### src/rtl/mem_ctrl_pkg.sv
// mem_ctrl_pkg
//    Shared definitions for the byte-wide RAM sequencer: FSM state encodings,
//    request owner codes, the implicit fetch lane select, and a byte-lane helper.
//    No ports; imported by mem_ctrl and mem_lane_pick.
package mem_ctrl_pkg;

   typedef enum logic [1:0] {
      S_IDLE  = 2'd0,
      S_ISSUE = 2'd1,
      S_WAIT  = 2'd2,
      S_DONE  = 2'd3
   } state_t;

   typedef enum logic {
      OWN_IF  = 1'b0,
      OWN_MEM = 1'b1
   } owner_t;

   // Instruction fetch always moves a full word.
   localparam logic [3:0] SEL_WORD = 4'b1111;

   // Byte lane i of a 32-bit word (lane i = bits 8i+7:8i).
   function automatic logic [7:0] lane_byte(input logic [31:0] word, input logic [1:0] lane);
      return word[{lane, 3'b000} +: 8];
   endfunction

endpackage

### src/rtl/mem_ctrl_lane_pick.sv
// mem_lane_pick
//    Combinational lane selector for the byte sequencer. Given the mask of lanes
//    still to be accessed, returns the lowest set lane and whether it is the only
//    one left. An all-zero mask returns lane 0 with last=1; the controller never
//    issues from an empty mask.
// Ports
//    mask  in   4   lanes still pending, bit i = byte lane i
//    lane  out  2   index of the lowest pending lane
//    last  out  1   1 when that lane is the final pending one
module mem_lane_pick
   import mem_ctrl_pkg::*;
(
   input  logic [3:0] mask,
   output logic [1:0] lane,
   output logic       last
);

   // Priority encode the lowest set bit; last when at most one bit is set.
   always_comb begin
      lane = 2'd0;
      if (mask[0]) begin
         lane = 2'd0;
      end else if (mask[1]) begin
         lane = 2'd1;
      end else if (mask[2]) begin
         lane = 2'd2;
      end else if (mask[3]) begin
         lane = 2'd3;
      end else begin
         lane = 2'd0;
      end
      last = ((mask & (mask - 4'd1)) == 4'd0);
   end

endmodule

### src/rtl/mem_ctrl.sv
// mem_ctrl
//    Arbitrates one byte-wide synchronous RAM port between instruction fetch and
//    the MEM stage. A granted 32-bit request is split into one RAM access per set
//    select lane (ascending), read bytes are reassembled in lane position, and a
//    one-cycle done pulse returns the word to the owner. MEM wins simultaneous
//    requests. Sign/zero extension stays in the MEM stage.
// Ports
//    clk, rst                        clock (rising edge), synchronous active-low reset
//    if_req/if_addr                  fetch request (select implicitly 4'b1111)
//    if_rdata/if_done                fetched word and its completion pulse
//    mem_req/mem_we/mem_addr/
//    mem_sel/mem_wdata               MEM stage load/store request
//    mem_rdata/mem_done              load word (unselected lanes 0) and completion pulse
//    ram_en/ram_we/ram_addr/
//    ram_wdata/ram_rdata             byte RAM port, read data one cycle after ram_en
//    stall_req                       high while a request is waiting or in flight
module mem_ctrl
   import mem_ctrl_pkg::*;
#(
   parameter int ADDR_W = 32
) (
   input  logic              clk,
   input  logic              rst,
   input  logic              if_req,
   input  logic [ADDR_W-1:0] if_addr,
   output logic [31:0]       if_rdata,
   output logic              if_done,
   input  logic              mem_req,
   input  logic              mem_we,
   input  logic [ADDR_W-1:0] mem_addr,
   input  logic [3:0]        mem_sel,
   input  logic [31:0]       mem_wdata,
   output logic [31:0]       mem_rdata,
   output logic              mem_done,
   output logic              ram_en,
   output logic              ram_we,
   output logic [ADDR_W-1:0] ram_addr,
   output logic [7:0]        ram_wdata,
   input  logic [7:0]        ram_rdata,
   output logic              stall_req
);

   state_t              state_r, state_n;
   owner_t              owner_r, owner_n;
   logic                we_r, we_n;
   logic [ADDR_W-3:0]   word_r, word_n;       // word base without the two zero bits
   logic [3:0]          pend_r, pend_n;       // lanes not yet issued
   logic [31:0]         wdata_r, wdata_n;
   logic [31:0]         asm_r, asm_n;         // read word assembly
   logic [1:0]          lane_r, lane_n;       // lane currently on the RAM port
   logic                last_r, last_n;       // lane_r is the final lane of the request
   logic                rd_pend_r, rd_pend_n; // a read was issued last cycle
   logic [1:0]          rd_lane_r, rd_lane_n;

   logic                ram_en_r, ram_en_n;
   logic                ram_we_r, ram_we_n;
   logic [ADDR_W-1:0]   ram_addr_r, ram_addr_n;
   logic [7:0]          ram_wdata_r, ram_wdata_n;
   logic                if_done_r, if_done_n;
   logic [31:0]         if_rdata_r, if_rdata_n;
   logic                mem_done_r, mem_done_n;
   logic [31:0]         mem_rdata_r, mem_rdata_n;

   logic [1:0]          pick_lane_s;
   logic                pick_last_s;
   logic                iss_s;                // drive a RAM access next cycle
   logic                fin_s;                // pulse done next cycle
   logic [31:0]         fin_val_s;
   logic                unused_s;

   // Word alignment drops the low address bits.
   assign unused_s = ^{mem_addr[1:0], if_addr[1:0]};

   mem_lane_pick u_pick (
      .mask (pend_n),
      .lane (pick_lane_s),
      .last (pick_last_s)
   );

   // Pending lane mask for the next cycle: loaded on grant, one bit retired per issue.
   always_comb begin
      pend_n = pend_r;
      case (state_r)
         S_IDLE: begin
            if (mem_req) begin
               pend_n = mem_sel;
            end else if (if_req) begin
               pend_n = SEL_WORD;
            end else begin
               pend_n = pend_r;
            end
         end
         S_ISSUE: pend_n = pend_r & ~(4'b0001 << lane_r);
         default: pend_n = pend_r;
      endcase
   end

   // Next-state, request latching, read assembly and next registered outputs.
   always_comb begin
      state_n     = state_r;
      owner_n     = owner_r;
      we_n        = we_r;
      word_n      = word_r;
      wdata_n     = wdata_r;
      lane_n      = lane_r;
      last_n      = last_r;
      iss_s       = 1'b0;
      fin_s       = 1'b0;
      fin_val_s   = 32'd0;
      ram_en_n    = 1'b0;
      ram_we_n    = 1'b0;
      ram_addr_n  = '0;
      ram_wdata_n = 8'd0;
      if_done_n   = 1'b0;
      if_rdata_n  = 32'd0;
      mem_done_n  = 1'b0;
      mem_rdata_n = 32'd0;
      // A byte read in the previous cycle is on ram_rdata now.
      rd_pend_n   = ram_en_r & ~ram_we_r;
      rd_lane_n   = lane_r;
      asm_n       = asm_r;
      if (rd_pend_r) begin
         asm_n[{rd_lane_r, 3'b000} +: 8] = ram_rdata;
      end else begin
         asm_n = asm_r;
      end

      case (state_r)
         S_IDLE: begin
            if (mem_req) begin
               owner_n = OWN_MEM;
               we_n    = mem_we;
               word_n  = mem_addr[ADDR_W-1:2];
               wdata_n = mem_wdata;
            end else if (if_req) begin
               owner_n = OWN_IF;
               we_n    = 1'b0;
               word_n  = if_addr[ADDR_W-1:2];
               wdata_n = 32'd0;
            end else begin
               owner_n = owner_r;
            end
            if (mem_req || if_req) begin
               asm_n = 32'd0;
               if (pend_n == 4'b0000) begin
                  state_n = S_DONE;
                  fin_s   = 1'b1;
               end else begin
                  state_n = S_ISSUE;
                  iss_s   = 1'b1;
               end
            end else begin
               state_n = S_IDLE;
            end
         end
         S_ISSUE: begin
            if (last_r) begin
               if (we_r) begin
                  state_n = S_DONE;
                  fin_s   = 1'b1;
               end else begin
                  state_n = S_WAIT;
               end
            end else begin
               state_n = S_ISSUE;
               iss_s   = 1'b1;
            end
         end
         S_WAIT: begin
            // The final byte lands in asm_n on this edge.
            state_n   = S_DONE;
            fin_s     = 1'b1;
            fin_val_s = asm_n;
         end
         S_DONE:  state_n = S_IDLE;
         default: state_n = S_IDLE;
      endcase

      if (iss_s) begin
         ram_en_n    = 1'b1;
         ram_we_n    = we_n;
         ram_addr_n  = {word_n, pick_lane_s};
         ram_wdata_n = lane_byte(wdata_n, pick_lane_s);
         lane_n      = pick_lane_s;
         last_n      = pick_last_s;
      end else begin
         ram_en_n    = 1'b0;
      end

      if (fin_s) begin
         if (owner_n == OWN_MEM) begin
            mem_done_n  = 1'b1;
            mem_rdata_n = fin_val_s;
         end else begin
            if_done_n   = 1'b1;
            if_rdata_n  = fin_val_s;
         end
      end else begin
         mem_done_n = 1'b0;
      end
   end

   // State, datapath and output registers with synchronous active-low reset.
   always_ff @(posedge clk) begin
      if (!rst) begin
         state_r     <= S_IDLE;
         owner_r     <= OWN_IF;
         we_r        <= 1'b0;
         word_r      <= '0;
         pend_r      <= 4'd0;
         wdata_r     <= 32'd0;
         asm_r       <= 32'd0;
         lane_r      <= 2'd0;
         last_r      <= 1'b0;
         rd_pend_r   <= 1'b0;
         rd_lane_r   <= 2'd0;
         ram_en_r    <= 1'b0;
         ram_we_r    <= 1'b0;
         ram_addr_r  <= '0;
         ram_wdata_r <= 8'd0;
         if_done_r   <= 1'b0;
         if_rdata_r  <= 32'd0;
         mem_done_r  <= 1'b0;
         mem_rdata_r <= 32'd0;
      end else begin
         state_r     <= state_n;
         owner_r     <= owner_n;
         we_r        <= we_n;
         word_r      <= word_n;
         pend_r      <= pend_n;
         wdata_r     <= wdata_n;
         asm_r       <= asm_n;
         lane_r      <= lane_n;
         last_r      <= last_n;
         rd_pend_r   <= rd_pend_n;
         rd_lane_r   <= rd_lane_n;
         ram_en_r    <= ram_en_n;
         ram_we_r    <= ram_we_n;
         ram_addr_r  <= ram_addr_n;
         ram_wdata_r <= ram_wdata_n;
         if_done_r   <= if_done_n;
         if_rdata_r  <= if_rdata_n;
         mem_done_r  <= mem_done_n;
         mem_rdata_r <= mem_rdata_n;
      end
   end

   assign ram_en    = ram_en_r;
   assign ram_we    = ram_we_r;
   assign ram_addr  = ram_addr_r;
   assign ram_wdata = ram_wdata_r;
   assign if_done   = if_done_r;
   assign if_rdata  = if_rdata_r;
   assign mem_done  = mem_done_r;
   assign mem_rdata = mem_rdata_r;

   // Low in DONE so the pipeline advances on that edge.
   assign stall_req = ((state_r == S_IDLE) & (mem_req | if_req)) |
                      (state_r == S_ISSUE) | (state_r == S_WAIT);

endmodule
### config.mk
export PLATFORM = sky130hd
export DESIGN_NAME = mem_ctrl
export DESIGN_NICKNAME = d
export VERILOG_FILES = /design/src/rtl/mem_ctrl_pkg.sv /design/src/rtl/mem_ctrl_lane_pick.sv /design/src/rtl/mem_ctrl.sv
export SDC_FILE = /design/constraint.sdc
export NUM_CORES = 1
export LEC_CHECK = 0
export CAP_MARGIN = 10
export CORE_UTILIZATION = 50
export CTS_CLUSTER_SIZE = 8
export DETAILED_ROUTE_END_ITERATION = 7
export PLACE_DENSITY = 0.81
export SLEW_MARGIN = 20
export SYNTH_ARGS = -nofsm -noshare
export SYNTH_HDL_FRONTEND = slang
export SYNTH_SLANG_ARGS = --single-unit
### constraint.sdc
create_clock -name clk -period 4.2 [get_ports clk]
set_clock_uncertainty 0.2 [all_clocks]
set_input_delay 1.26 -clock clk [delete_from_list [all_inputs] [get_ports clk]]
set_output_delay 1.26 -clock clk [all_outputs]
set_load 0.03 [all_outputs]
==> results.md <==
- Status: completed
- Slew margin rel.: 50.0%
- Core ar.: 13900 sq um
- Sequential fraction of the synthesis area: 60.9%
- Final Hold Viols: 0
- Post-Syn Instances: 706
- Die H: 121 um
- All-Layer GR Usage: 25.0%
- Cells after DPL: 1076
- Dpl ws: 0.286 ns
- Fin crit period: 3.91 ns
- Top cells by area, synth: dfxtp_1, nor2_1, a22o_1, a22oi_1, and2_1
- GRT overflow: 0
- WL final: 18.3 mm
- Worst Setup End Kind: primary output
- Worst-path fanout max: 2
- Finished Layout Cells: 1107
- Area Growth Syn to Fin: 44.0%
- Slowest stage delay, CP: 0.43 ns
- Die extent in x: 121 um
- Worst skew pair latency: 0.53 ns
- CP Data Arrival Time: 2.45 ns
- Layout cell share with drive strength beyond 1: 7.01%
- I/O Pins: 222
- # rows: 43
- Most used DFF post-synth: dfxtp_1
- Number of H-tree levels: 1
- Post-Syn Nets: 824
- Starting Density: 51.2%
- CTS sink cnt: 216
- Pleak: 3.82 nW
- Most frequent cells in the layout: dfxtp_1, clkdlybuf4s50_1, nor2_1
- Root Buffer: clkbuf_16
- # Post-CTS Setup Buffers: 0
- Placed Area: 9440 sq um
- Routed Antenna Nets: 0
- CTS clock-pin slew for the worst setup and hold paths: 0.05 ns
- Vias in the first global route: 5923
- CP Class: in -> out
- Synth area leader: dfxtp_1
- Cts-stage hold buffer count: 0
- Routed WL per cell: 16.5 um
- Worst hold start: ram_we
- Area share of the largest cell type after synthesis: 60.9%
- Largest net degree at the start of global routing: 70
- Crit path cell chain: clkdlybuf4s50_1 > nor2_1 > nor2_2 > or3_1 > buf_12
- Via count: 5971
- Synthesized area per cell: 10.1 sq um
- Synthesis Warnings: 0
- Pins over their slew limit: 0
- Mapped cell area: 7110 sq um
- Worst Setup SP: mem_req
- Num CTS Buffers: 30
- Dpl hpwl: 12.2 mm
- Asr flop ratio synth: 0%
- Final #Nets: 1046
- DR vias/cell: 5.39
- CP startpoint kind: primary input
- IO buf count: 217
- CTS tree: done
- Setup TNS: 0 ns
- Antenna violations before repair: 0
- Post-synth EDFFs: 0
- Initial drt markers: 422
- RSZ-0062 raised after global routing: false
- Finished Core Util: 73.7%
- Worst Slack Setup Final: 0.295 ns
- Seq cells post-synth: 216
- Antenna diode count: 0
- Max Freq: 256 MHz
- # Max-Cap Violations: 0
- Maximum clock path buffer count: 3
- Worst r2r src: state_r[1]
- Die area: 14700 sq um
- Worst hold path class: reg -> reg
- Final Cell Area: 10200 sq um
- Pwr dens: 618 nW/um^2
- Routability cong.: 0.849
- CTS resizes: 0
- Worst Tran Pin Value: 0.744 ns
- First-pass GRT wire length: 29.3 mm
- VDD IR max: 0.469 mV
- # setup viols final: 0
- Required time of the critical path: 2.74 ns
- Slowest cell on the critical path: clkdlybuf4s50_1
- Most common cell after layout, fill and taps aside: dfxtp_1
- Tcrit/Tclk final: 93.0%
- DR pass1 iterations: 5
- DR DRC count: 0
- Yosys cell types: 48
[synthesized netlist by cell type, types with 2 or more instances]
| cell type | number |
|---|---|
| nand2_1 | 19 |
| o21ai_0 | 31 |
| a211oi_1 | 2 |
| buf_1 | 3 |
| o22ai_1 | 31 |
| buf_2 | 7 |
| a22o_1 | 40 |
| nor4_1 | 4 |
| nor2b_1 | 34 |
| o21ai_1 | 4 |
| nand2b_1 | 4 |
| or3_1 | 2 |
| inv_1 | 5 |
| nor3_1 | 6 |
| buf_4 | 5 |
| ha_1 | 5 |
| dfxtp_1 | 216 |
| a22oi_1 | 41 |
| a21oi_1 | 14 |
| o21a_1 | 2 |
| nand3b_1 | 2 |
| and2_1 | 35 |
| nor2_2 | 2 |
| nor2_1 | 141 |
| clkbuf_1 | 28 |
[final cells by class]
class / count / area (sq um)
clock inverter: 1 / 30.0
multi-input combinational: 441 / 2580
timing repair buffer: 233 / 2300
fill: 998 / 3650
sequential: 216 / 4320
clock buffer: 30 / 751
tap: 180 / 225
inverter: 6 / 22.5
[state kept, by name (all words and copies together) (netlist names)]
signal and cells:
if_rdata 32, ram_we 1, asm_r 32, mem_done 1, ram_addr 32, we_r 1
ram_en 1, state_r 2, rd_pend_r 1, if_done 1, word_r 30, owner_r 1
last_r 1, ram_wdata 8, mem_rdata 32, lane_r 2, pend_r 4, wdata_r 32
rd_lane_r 2
[path summary, 6_finish.rpt]
check	depth (start not counted)	to	slack (ns)
min reg2reg	1	rd_pend_r	0.22
max	5	stall_req	0.29
min	1	rd_pend_r	0.22
max reg2reg	6	mem_done	1.66
[kinds of logic (layout without fill, tap and decap cells)]
group                    count (synthesis)  in the layout  synth area share (%)
flip-flops                             216            216                  60.9
buffers and inverters                   49            270                  2.98
AO/OA/AOI/OAI                          180            180                  18.2
adder cells (fa/ha/maj)                  5              5                 0.880
AND/OR/NAND/NOR                        256            256                  17.1
[worst max-delay path, delay by kind of cell]
kind | cells | cell delay [ns]
AND/OR/NAND/NOR | 3 | 0.59
buffers and inverters | 2 | 0.59
[per-stage QoR]
stage,power [mW],hold WS (ns)
floorplan,3.65,0.267
global placement,4.25,0.211
finish,6.32,0.221
global route,6.62,0.253
CTS,6.35,0.230
detailed placement,4.29,0.223
[metal layers]
layer | global-route usage (%) | wire [um]
met1 | 30.4 | 7420
met2 | 43.9 | 9390
met3 | 4.89 | 1010
met4 | 8.56 | 426
met5 | 0 | 0
[report_power, final]
group / leakage, nW / switching (mW) / internal, mW
logic: 1.68 / 1.11 / 0.717
clock network: 0.381 / 0.788 / 1.25
registers: 1.76 / 0.112 / 2.35
(Power assumes the default switching activity.)
